[config.mk]
export PLATFORM = sky130hd
export DESIGN_NAME = imem_fetch_ctrl_flat
export DESIGN_NICKNAME = d
export VERILOG_FILES = /design/src/rtl/imem_fetch_ctrl_if.sv /design/src/rtl/imem_fetch_ctrl.sv /design/src/flat_wrapper.sv
export SDC_FILE = /design/constraint.sdc
export NUM_CORES = 1
export LEC_CHECK = 0
export CORE_MARGIN = 5
export CORE_UTILIZATION = 36
export CTS_BUF_LIST = sky130_fd_sc_hd__clkbuf_2
export DETAILED_ROUTE_END_ITERATION = 6
export SLEW_MARGIN = 10
export SYNTH_ARGS = -nofsm -noshare
export SYNTH_HDL_FRONTEND = slang
export SYNTH_SLANG_ARGS = --single-unit
[constraint.sdc]
create_clock -name clk -period 6.35 [get_ports clk]
set_input_delay 1.5875 -clock clk [delete_from_list [all_inputs] [get_ports clk]]
set_output_delay 1.5875 -clock clk [all_outputs]
set_load 0.02 [all_outputs]
[src/rtl/imem_fetch_ctrl_if.sv]
// Bus bundle for the fetch controller: redirect input, byte-wide imem read port,
// and the decoded-instruction valid/ready handshake towards decode.
interface imem_fetch_ctrl_if #(
  parameter int unsigned DATA_WID = 64
) ();
  logic                pc_load;
  logic [DATA_WID-1:0] load_pc;
  logic                mem_rd_en;
  logic [DATA_WID-1:0] mem_addr;
  logic [7:0]          mem_rdata;
  logic                out_valid;
  logic                out_ready;
  logic [3:0]          icode;
  logic [3:0]          ifun;
  logic [3:0]          rA;
  logic [3:0]          rB;
  logic [DATA_WID-1:0] valC;
  logic [DATA_WID-1:0] valP;
  logic                instr_invalid;
  logic                imem_error;
  logic                halted;

  modport master (
    input  pc_load, load_pc, mem_rdata, out_ready,
    output mem_rd_en, mem_addr, out_valid, icode, ifun, rA, rB, valC, valP,
           instr_invalid, imem_error, halted
  );

  modport slave (
    output pc_load, load_pc, mem_rdata, out_ready,
    input  mem_rd_en, mem_addr, out_valid, icode, ifun, rA, rB, valC, valP,
           instr_invalid, imem_error, halted
  );
endinterface

[src/rtl/imem_fetch_ctrl.sv]
// Y86-64 fetch sequencer: reads one instruction byte per cycle from a synchronous imem,
// assembles icode/ifun/rA/rB/valC/valP and hands them to decode over valid/ready.
module imem_fetch_ctrl #(
  parameter int unsigned DATA_WID  = 64,
  parameter int unsigned MEM_DEPTH = 2048
) (
  input logic               clk,
  input logic               rst_n,
  imem_fetch_ctrl_if.master bus
);

  typedef enum logic [1:0] {StIdle, StFetch, StOut, StHalt} state_e;

  localparam logic [DATA_WID:0] MemDepthExt = (DATA_WID+1)'(MEM_DEPTH);

  state_e              r_state;
  logic [DATA_WID-1:0] r_pc;
  logic [DATA_WID-1:0] r_mem_addr;
  logic [DATA_WID-1:0] r_valc;
  logic [DATA_WID-1:0] r_valp;
  logic                r_mem_rd_en;
  logic                r_out_valid;
  logic                r_invalid;
  logic                r_err;
  logic                r_halted;
  logic [3:0]          r_icode;
  logic [3:0]          r_ifun;
  logic [3:0]          r_ra;
  logic [3:0]          r_rb;
  logic [3:0]          r_idx;        // bytes issued so far
  logic [3:0]          r_rcv;        // bytes received so far
  logic [3:0]          r_len;
  logic                r_len_known;
  logic                r_pend;       // read data for byte r_rcv arrives this cycle

  logic                w_byte0;
  logic                w_len_final;
  logic [3:0]          w_len;
  logic [3:0]          w_rcv_next;
  logic                w_done;
  logic                w_want;
  logic [DATA_WID:0]   w_addr_ext;
  logic                w_addr_ok;
  logic                w_cbyte;
  logic [2:0]          w_cidx;
  logic [DATA_WID-1:0] w_cdata;
  logic                w_hs;
  logic                w_stop;
  logic                w_start;
  logic [DATA_WID-1:0] w_start_pc;
  logic                w_start_ok;

  function automatic logic [3:0] instr_len(input logic [3:0] ic);
    case (ic)
      4'h2, 4'h6, 4'hA, 4'hB: instr_len = 4'd2;
      4'h7, 4'h8:             instr_len = 4'd9;
      4'h3, 4'h4, 4'h5:       instr_len = 4'd10;
      default:                instr_len = 4'd1;
    endcase
  endfunction

  always_comb begin
    w_byte0     = r_pend && (r_rcv == 4'd0);
    w_len_final = r_len_known || w_byte0;
    if (r_len_known) begin
      w_len = r_len;
    end else if (w_byte0) begin
      w_len = instr_len(bus.mem_rdata[7:4]);
    end else begin
      w_len = 4'd2;  // speculative: byte 1 may be issued before byte 0 returns
    end
    w_rcv_next = r_rcv + {3'd0, r_pend};
    w_done     = w_len_final && (w_rcv_next >= w_len);
    w_want     = r_idx < w_len;
    w_addr_ext = {1'b0, r_pc} + {{(DATA_WID-3){1'b0}}, r_idx};
    w_addr_ok  = w_addr_ext < MemDepthExt;

    w_cbyte = 1'b0;
    w_cidx  = 3'd0;
    if (r_icode == 4'h7 || r_icode == 4'h8) begin
      w_cbyte = (r_rcv >= 4'd1) && (r_rcv <= 4'd8);
      w_cidx  = 3'(r_rcv - 4'd1);
    end else if (r_icode == 4'h3 || r_icode == 4'h4 || r_icode == 4'h5) begin
      w_cbyte = (r_rcv >= 4'd2) && (r_rcv <= 4'd9);
      w_cidx  = 3'(r_rcv - 4'd2);
    end
    w_cdata = DATA_WID'(bus.mem_rdata) << {w_cidx, 3'b000};

    w_hs       = r_out_valid && bus.out_ready;
    w_stop     = (r_icode == 4'h0) || r_invalid || r_err;
    w_start    = bus.pc_load || (r_state == StIdle) || ((r_state == StOut) && w_hs && !w_stop);
    w_start_pc = bus.pc_load ? bus.load_pc : ((r_state == StIdle) ? r_pc : r_valp);
    w_start_ok = {1'b0, w_start_pc} < MemDepthExt;
  end

  always_ff @(posedge clk or negedge rst_n) begin
    if (!rst_n) begin
      r_state     <= StIdle;
      r_pc        <= '0;
      r_mem_addr  <= '0;
      r_valc      <= '0;
      r_valp      <= '0;
      r_mem_rd_en <= 1'b0;
      r_out_valid <= 1'b0;
      r_invalid   <= 1'b0;
      r_err       <= 1'b0;
      r_halted    <= 1'b0;
      r_icode     <= 4'h0;
      r_ifun      <= 4'h0;
      r_ra        <= 4'hF;
      r_rb        <= 4'hF;
      r_idx       <= 4'd0;
      r_rcv       <= 4'd0;
      r_len       <= 4'd0;
      r_len_known <= 1'b0;
      r_pend      <= 1'b0;
    end else if (w_start) begin
      // Byte 0 of the new fetch is issued on the same edge; in-flight data is dropped.
      r_state     <= StFetch;
      r_pc        <= w_start_pc;
      r_mem_rd_en <= w_start_ok;
      r_mem_addr  <= w_start_pc;
      r_idx       <= w_start_ok ? 4'd1 : 4'd0;
      r_rcv       <= 4'd0;
      r_pend      <= 1'b0;
      r_len       <= 4'd0;
      r_len_known <= 1'b0;
      r_out_valid <= 1'b0;
      r_halted    <= 1'b0;
      r_invalid   <= 1'b0;
      r_err       <= 1'b0;
      r_icode     <= 4'h0;
      r_ifun      <= 4'h0;
      r_ra        <= 4'hF;
      r_rb        <= 4'hF;
      r_valc      <= '0;
      r_valp      <= '0;
    end else begin
      unique case (r_state)
        StFetch: begin
          r_mem_rd_en <= 1'b0;
          r_pend      <= r_mem_rd_en;
          if (r_pend) begin
            r_rcv <= w_rcv_next;
            if (w_byte0) begin
              r_icode     <= bus.mem_rdata[7:4];
              r_ifun      <= bus.mem_rdata[3:0];
              r_len       <= w_len;
              r_len_known <= 1'b1;
              r_invalid   <= bus.mem_rdata[7:4] > 4'hB;
            end
            if (r_rcv == 4'd1 && (r_len == 4'd2 || r_len == 4'd10)) begin
              r_ra <= bus.mem_rdata[7:4];
              r_rb <= bus.mem_rdata[3:0];
            end
            if (w_cbyte) begin
              r_valc <= r_valc | w_cdata;
            end
          end
          if (w_done) begin
            r_state     <= StOut;
            r_out_valid <= 1'b1;
            r_valp      <= r_pc + DATA_WID'(w_len);
          end else if (w_want && w_addr_ok) begin
            r_mem_rd_en <= 1'b1;
            r_mem_addr  <= w_addr_ext[DATA_WID-1:0];
            r_idx       <= r_idx + 4'd1;
          end else if (w_want && (w_len_final || r_idx == 4'd0)) begin
            // A needed byte lies beyond the memory: report an error instruction.
            r_state     <= StOut;
            r_out_valid <= 1'b1;
            r_err       <= 1'b1;
            r_invalid   <= 1'b0;
            r_icode     <= 4'h0;
            r_ifun      <= 4'h0;
            r_ra        <= 4'hF;
            r_rb        <= 4'hF;
            r_valc      <= '0;
            r_valp      <= r_pc;
          end
        end
        StOut: begin
          r_mem_rd_en <= 1'b0;
          r_pend      <= 1'b0;
          if (w_hs) begin
            r_state     <= StHalt;
            r_out_valid <= 1'b0;
            r_halted    <= 1'b1;
          end
        end
        StHalt: begin
          r_mem_rd_en <= 1'b0;
          r_pend      <= 1'b0;
        end
        StIdle: begin
          r_mem_rd_en <= 1'b0;
        end
      endcase
    end
  end

  assign bus.mem_rd_en     = r_mem_rd_en;
  assign bus.mem_addr      = r_mem_addr;
  assign bus.out_valid     = r_out_valid;
  assign bus.icode         = r_icode;
  assign bus.ifun          = r_ifun;
  assign bus.rA            = r_ra;
  assign bus.rB            = r_rb;
  assign bus.valC          = r_valc;
  assign bus.valP          = r_valp;
  assign bus.instr_invalid = r_invalid;
  assign bus.imem_error    = r_err;
  assign bus.halted        = r_halted;

endmodule

[src/flat_wrapper.sv]
// flat-port wrapper written by rule: the top's interface ports become plain ports
module imem_fetch_ctrl_flat 
#(
  parameter int unsigned DATA_WID  = 64,
  parameter int unsigned MEM_DEPTH = 2048
)
  (clk, rst_n, bus_pc_load, bus_load_pc, bus_mem_rdata, bus_out_ready, bus_mem_rd_en, bus_mem_addr, bus_out_valid, bus_icode, bus_ifun, bus_rA, bus_rB, bus_valC, bus_valP, bus_instr_invalid, bus_imem_error, bus_halted);
  imem_fetch_ctrl_if #(.DATA_WID(DATA_WID)) bus_i ();
  input logic clk;
  input logic rst_n;
  input wire logic [$bits(bus_i.pc_load)-1:0] bus_pc_load;
  input wire logic [$bits(bus_i.load_pc)-1:0] bus_load_pc;
  input wire logic [$bits(bus_i.mem_rdata)-1:0] bus_mem_rdata;
  input wire logic [$bits(bus_i.out_ready)-1:0] bus_out_ready;
  output wire logic [$bits(bus_i.mem_rd_en)-1:0] bus_mem_rd_en;
  output wire logic [$bits(bus_i.mem_addr)-1:0] bus_mem_addr;
  output wire logic [$bits(bus_i.out_valid)-1:0] bus_out_valid;
  output wire logic [$bits(bus_i.icode)-1:0] bus_icode;
  output wire logic [$bits(bus_i.ifun)-1:0] bus_ifun;
  output wire logic [$bits(bus_i.rA)-1:0] bus_rA;
  output wire logic [$bits(bus_i.rB)-1:0] bus_rB;
  output wire logic [$bits(bus_i.valC)-1:0] bus_valC;
  output wire logic [$bits(bus_i.valP)-1:0] bus_valP;
  output wire logic [$bits(bus_i.instr_invalid)-1:0] bus_instr_invalid;
  output wire logic [$bits(bus_i.imem_error)-1:0] bus_imem_error;
  output wire logic [$bits(bus_i.halted)-1:0] bus_halted;
  assign bus_i.pc_load = bus_pc_load;
  assign bus_i.load_pc = bus_load_pc;
  assign bus_i.mem_rdata = bus_mem_rdata;
  assign bus_i.out_ready = bus_out_ready;
  assign bus_mem_rd_en = bus_i.mem_rd_en;
  assign bus_mem_addr = bus_i.mem_addr;
  assign bus_out_valid = bus_i.out_valid;
  assign bus_icode = bus_i.icode;
  assign bus_ifun = bus_i.ifun;
  assign bus_rA = bus_i.rA;
  assign bus_rB = bus_i.rB;
  assign bus_valC = bus_i.valC;
  assign bus_valP = bus_i.valP;
  assign bus_instr_invalid = bus_i.instr_invalid;
  assign bus_imem_error = bus_i.imem_error;
  assign bus_halted = bus_i.halted;
  imem_fetch_ctrl #(.DATA_WID(DATA_WID), .MEM_DEPTH(MEM_DEPTH)) u_core (.clk(clk), .rst_n(rst_n), .bus(bus_i));
endmodule
==> results of run 1 <==
[registers in the layout, indices dropped and copies added, names as in the netlist]
signal                    count
u_core.bus.halted             1
u_core.bus.out_valid          1
u_core.r_rcv                  4
u_core.bus.icode              4
u_core.bus.mem_rd_en          1
u_core.r_pend                 1
u_core.bus.rA                 4
u_core.r_len                  4
u_core.r_len_known            1
u_core.bus.mem_addr          64
u_core.r_pc                  64
u_core.r_state                2
u_core.r_idx                  4
u_core.bus.ifun               4
u_core.bus.valP              64
u_core.bus.instr_invalid      1
u_core.bus.rB                 4
u_core.bus.valC              64
u_core.bus.imem_error         1
[worst max-delay path, stage by stage, from the launching register on]
cell and delay (ns):
dfrtp_1 0.62, nand3_2 0.40, or4_1 0.79, nor4_1 0.85
xor2_1 0.14, o21ai_1 0.22, nand4_1 0.19, nor4_4 0.59
a21boi_2 0.23, o21ai_4 0.67, buf_12 0.28, a32o_1 0.20
[layout make-up]
cell class,count,area [sq um]
timing repair buffer,323,3240
multi-input combinational,1340,8930
antenna,6,15.0
tap,607,759
fill,4581,25600
clock buffer,127,636
sequential,293,7340
clock inverter,19,143
inverter,33,124
[logic make-up after synthesis]
group           after synthesis  share of synthesized area
flops                       293                      0.430
simple gates                676                      0.203
compound gates              449                      0.192
mux                          97                     0.0573
fa+ha+maj                    31                     0.0236
xor+xnor                     87                     0.0446
buf+inv                     200                     0.0497
[synthesized netlist by cell type (6+ instances only)]
| cell | count |
|---|---|
| inv_1 | 33 |
| nand2_1 | 122 |
| xnor2_1 | 51 |
| dfstp_2 | 8 |
| and2_1 | 10 |
| nor3b_1 | 7 |
| a2bb2oi_1 | 9 |
| or3_1 | 15 |
| a21oi_1 | 83 |
| a21o_1 | 115 |
| or2_2 | 7 |
| nor2_1 | 186 |
| a311oi_1 | 13 |
| buf_1 | 13 |
| nand4_1 | 61 |
| nor3_1 | 96 |
| or4_1 | 13 |
| dfrtp_1 | 285 |
| mux2_2 | 6 |
| o21a_1 | 68 |
| mux2i_1 | 91 |
| nand2b_1 | 9 |
| xor2_1 | 36 |
| buf_4 | 6 |
| nor2b_1 | 6 |
| buf_2 | 58 |
| a211oi_1 | 13 |
| o22ai_1 | 9 |
| clkbuf_1 | 88 |
| nand3_1 | 50 |
| and4_1 | 11 |
| o21ai_0 | 36 |
| ha_1 | 29 |
| nor4_1 | 36 |
| a32o_1 | 49 |
| a22o_1 | 8 |
| and3_1 | 17 |
[metal layers]
| layer | vias up | GRT usage | wire [um] | part of all wire |
|---|---|---|---|---|
| li1 | 7229 | - | - | - |
| met2 | 690 | 0.412 | 32000 | 0.47 |
| met3 | 114 | 0.0512 | 4490 | 0.066 |
| met4 | 0 | 0.0785 | 1930 | 0.028 |
| met5 | - | 0 | 0 | 0 |
| met1 | 7997 | 0.349 | 30000 | 0.44 |
[layout by cell type (no fill, tap or decap), drive strengths merged, types with 7 or more instances in the layout]
master	synthesis	final
nand2	122	122
and4	11	11
a21oi	85	85
a21o	115	115
nand2b	9	9
buf	77	37
nor2	187	187
a32o	49	49
nor4	41	41
a211oi	13	13
or3	15	15
nor3	98	98
a311oi	13	13
ha	29	29
nand4	64	64
inv	33	34
dfstp	8	8
o22ai	9	9
o21ai	38	38
dfrtp	285	285
clkinv	0	14
a22o	8	8
or4	13	13
clkbuf	90	127
o21a	68	68
nor3b	7	7
or2	9	9
and2	10	10
a2bb2oi	9	9
and3	17	17
nand3	53	53
mux2i	91	91
xor2	36	36
xnor2	51	51
clkdlybuf4s50	0	286
[path summary, 6_finish.rpt]
check	cells after the start	slack, ns	endpoint	start
hold / removal	1	0.37	u_core.bus.valC[36]	rst_n
hold reg to reg	1	0.48	u_core.bus.mem_addr[41]	u_core.bus.mem_addr[41]
max in group asynchronous	2	4.77	u_core.bus.valP[30]	rst_n
min in group clk	1	0.48	u_core.bus.mem_addr[41]	u_core.bus.mem_addr[41]
setup reg to reg	11	1.04	u_core.bus.valP[26]	u_core.r_pc[33]
setup / recovery	11	1.04	u_core.bus.valP[26]	u_core.r_pc[33]
[where the power goes]
part | switching [mW] | internal (mW) | total (mW)
clock network | 0.858 | 0.611 | 1.47
registers | 0.796 | 2.27 | 3.07
logic | 1.96 | 1.36 | 3.32
==> metrics.md, run 1 <==
| Metric | Value |
|---|---|
| CTS buffer count | `81` |
| Status | `complete, but fails checks` |
| Synth top area share | `0.418` |
| Die height | `228 um` |
| Number of setup buffers added after CTS | `0` |
| Max Freq | `188 MHz` |
| Vias in the first global route | `16000` |
| Sequential share of the synthesized area | `0.430` |
| Async SR Flop Fraction | `1.00` |
| Register bit total from synthesis | `293` |
| Mapped Cells | `1833` |
| Nets | `2179` |
| GRT overflow | `0` |
| Pwr Density | `371 mW/mm^2` |
| Vias | `16000` |
| DR vias/cell | `5.83` |
| Initial antenna violation count | `4` |
| Placeable Area | `0.0468 sq mm` |
| Slew headroom | `0.274` |
| Peak VDD IR | `0.000175 V` |
| Drt first-iter violations | `1519` |
| Max-Cap Viols | `0` |
| Die area | `0.0519 sq mm` |
| Synth Net Count | `1940` |
| Post-synthesis instance area | `0.0171 sq mm` |
| # IOs | `289` |
| Final setup viols | `0` |
| CTS sink count | `293` |
| Routed WL per cell | `24.9 um` |
| Placed Cells | `2596` |
| Final hold slack | `0.369 ns` |
| First-pass GRT wire length | `104000 um` |
| Clock skew | `0.122 ns` |
| Count of different cell masters after synthesis | `81` |
| Top post-synthesis cells by area | `dfrtp_1, mux2i_1, a21o_1` |
| Type of the worst setup path | `reg2reg` |
| GPL Wtd Cong | `0.989` |
| CTS clk-pin slew, worst paths | `0.09 ns` |
| Final core utilization | `0.453` |
| Pin count of the biggest net entering global routing | `164` |
| Worst Setup End Kind | `flop` |
| Crit Path Max Fanout | `30` |
| Placed Instance Area | `0.0204 sq mm` |
| CP Data Arrival Time | `6.26 ns` |
| Worst-skew pair later-pin latency | `1.13 ns` |
| Initial Utilization | `0.365` |
| Ys Warns | `0` |
| Slew Limit Fails | `0` |
| Layout cells sized above 1 | `0.104` |
| Post-cts sizing count | `0` |
| Antenna Nets Post-Route | `0` |
| Failing checks | `DRC` |
| Minimum setup slack after placement | `0.259 ns` |
| Non-filler instance count after layout | `2748` |
| Hold crit path type | `in2async` |
| Die W | `228 um` |
| Drt drc | `2` |
| Worst-Margin Slew | `1.09 ns` |
| CP Data Required Time | `7.30 ns` |
| Main flop type after synthesis | `dfrtp_1` |
| Detailed Routing Iterations Pass 1 | `7` |
| Buffer levels on the longest clock path | `3` |
| Post-CTS Hold Fix Bufs | `0` |
| Worst setup SP type | `flop` |
| Tmin final | `5.31 ns` |
| Leak pwr | `9.34 nW` |
| Post-DP HPWL | `50700 um` |
| RSZ-0062 raised after global routing | `no` |
| Final cycle utilization of the critical path | `0.836` |
| Setup TNS Final | `0 ns` |
| Gr usage total | `0.255` |
| CTS root buf | `clkbuf_2` |
| WL final | `68400 um` |
| Row count | `79` |
| Overall Power | `7.86 mW` |
| Area Growth Syn to Fin | `24.1%` |
| H-tree levels | `3` |
| Number of port buffers | `288` |
| Avg Cell Area, Syn | `9.31 sq um` |
| Synth area leader | `dfrtp_1` |
| Final instance area | `0.0212 sq mm` |
| Setup slack after layout | `1.04 ns` |
| CTS tree | `done` |
| Final Hold Viols | `0` |
| Post-synth EDFFs | `0` |
Power figures use the tool's default switching activity.
==> run 2, diff against run 1 <==
==> constraint.sdc (replaced) <==
create_clock -name clk -period 4.6 [get_ports clk]
set_input_delay 1.15 -clock clk [delete_from_list [all_inputs] [get_ports clk]]
set_output_delay 1.15 -clock clk [all_outputs]
set_load 0.02 [all_outputs]
==> metrics.md, run 2 (synthesis results as in run 1) <==
| Metric | Value |
|---|---|
| Layout cells sized above 1 | `0.167` |
| Clock skew | `0.0723 ns` |
| Crit-path max cell delay | `0.60 ns` |
| Drt drc | `0` |
| Final hold slack | `0.0729 ns` |
| Most used cell, CP | `buf_4` |
| Routed WL per cell | `24.5 um` |
| Worst setup SP type | `flop` |
| Worst-Margin Slew | `0.726 ns` |
| Max-Cap Viols | `0` |
| Peak VDD IR | `0.000291 V` |
| Die height | `228 um` |
| Setup TNS Final | `0 ns` |
| Worst path bufs/invs | `3` |
| CTS clk-pin slew, worst paths | `0.10 ns` |
| GRT overflow | `0` |
| CP Data Arrival Time | `5.37 ns` |
| Met3 WL | `4650 um` |
| Final cycle utilization of the critical path | `0.955` |
| CTS buffer count | `82` |
| Fillers | `4540` |
| Crit Path Max Fanout | `12` |
| CTS tree | `done` |
| Area Growth Syn to Fin | `31.8%` |
| Final Hold Viols | `0` |
| Post-DP HPWL | `54600 um` |
| CTS sink count | `293` |
| Commonest non-fill, non-tap cell in the layout | `clkdlybuf4s50_1` |
| Number of port buffers | `288` |
| Hold crit path type | `in2async` |
| Max Freq | `228 MHz` |
| Antenna Nets Post-Route | `0` |
| WL final | `70900 um` |
| Row count | `79` |
| Status | `finished clean` |
| CP Data Required Time | `5.58 ns` |
| CP delay by family, top | `simple AND/OR/NAND/NOR gates` |
| Slew Limit Fails | `0` |
| Met1 WL | `30500 um` |
| Slew headroom | `0.516` |
| Placeable Area | `0.0468 sq mm` |
| Worst-skew pair later-pin latency | `1.09 ns` |
| RSZ-0062 raised after global routing | `no` |
| Detailed Routing Iterations Pass 1 | `5` |
| Tmin final | `4.39 ns` |
| Pwr Density | `506 mW/mm^2` |
| First-pass GRT wire length | `108000 um` |
| Buffer levels on the longest clock path | `3` |
| DR vias/cell | `5.74` |
| Final setup viols | `0` |
| Leak pwr | `10.1 nW` |
| Gr usage total | `0.265` |
| Initial antenna violation count | `2` |
| Vias | `16600` |
| Pin count of the biggest net entering global routing | `120` |
| Slowest CP cell | `or4_1` |
| Critical-path cell list | `ha_1 -> fa_1 -> nand3_1 -> a211o_1 -> nor4_1 -> xor2_1 -> or4_1 -> nor4_1 -> buf_4 -> and4b_1 -> buf_4 -> a21boi_2 -> o21ai_4 -> buf_4 -> a32o_1` |
| Initial Utilization | `0.365` |
| Top sig layer | `met4` |
| Die area | `0.0519 sq mm` |
| Worst Setup End Kind | `flop` |
| WL met2 | `33800 um` |
| H-tree levels | `3` |
| Drt first-iter violations | `1612` |
| GPL Wtd Cong | `0.961` |
| Vias in the first global route | `16700` |
| Highest-count cells in the layout ignoring fill and taps | `clkdlybuf4s50_1, dfrtp_1, nor2_1, buf_4, clkbuf_2` |
| CTS root buf | `clkbuf_2` |
| Type of the worst setup path | `reg2reg` |
| Nets | `2328` |
| Die W | `228 um` |
| # IOs | `289` |
==> run 2: cell count changes in the layout (fill, tap and decap cells not counted), moves of 2 or more <==
cell / change
clkbuf_2: +4
buf_4: +136
diode_2: -4
clkinv_2: +2
buf_12: +12
clkinv_1: -4
==> run 2: cell type report <==
cell class / count / area (sq um) / area share
multi-input cells: 1340 / 8960 / 0.398
clock buffers: 131 / 656 / 0.0291
clock inverters: 18 / 146 / 0.00651
flip-flops and latches: 293 / 7340 / 0.326
repair buffers: 471 / 4500 / 0.200
inverters: 33 / 124 / 0.00551
diodes: 2 / 5.00 / 0.000223
well taps: 607 / 759 / 0.0338
==> run 2: path summary, 6_finish.rpt <==
path | from | to | slack, ns | depth (start not counted)
worst max register to register | u_core.r_pc[0] | u_core.bus.valP[4] | 0.21 | 15
max in group asynchronous | rst_n | u_core.bus.mem_addr[34] | 3.54 | 2
worst min-delay path | rst_n | u_core.bus.valC[47] | 0.07 | 1
worst max-delay path | u_core.r_pc[0] | u_core.bus.valP[4] | 0.21 | 15
min in group clk | u_core.bus.mem_addr[23] | u_core.bus.mem_addr[23] | 0.48 | 1
worst min register to register | u_core.bus.mem_addr[23] | u_core.bus.mem_addr[23] | 0.48 | 1
==> run 2: power breakdown <==
part           internal, mW  switching (mW)  total, mW  leakage [nW]
sequential             3.14           0.881       4.02          3.89
clock                 0.870            1.20       2.07         0.610
combinational          2.26            3.04       5.30          5.64
==> run 2: per-layer routing <==
metal | vias up | GRT usage
met5 | - | 0
li1 | 7518 | -
met3 | 123 | 0.0547
met2 | 682 | 0.438
met1 | 8283 | 0.351
met4 | 0 | 0.0836
==> run 2: timing repair <==
item / in CTS / in global routing
resized for setup: 0 / 2
setup endpoints to repair: 0 / 6
setup buffers: 0 / 0
hold buffers: 0 / 0
==> run 2: metrics by stage <==
step	total power [mW]	instances	utilization	worst slack [ns]	cell area, sq um
after floorplan	6.73	1833	-	0.0305	17100
after global placement	9.28	2744	0.464	-0.295	21700
after detailed placement	9.31	2744	0.464	-0.317	21700
after CTS	11.4	2893	0.481	0.190	22500
after global routing	12.0	2895	0.481	0.0120	22500
final	11.4	2895	0.481	0.208	22500
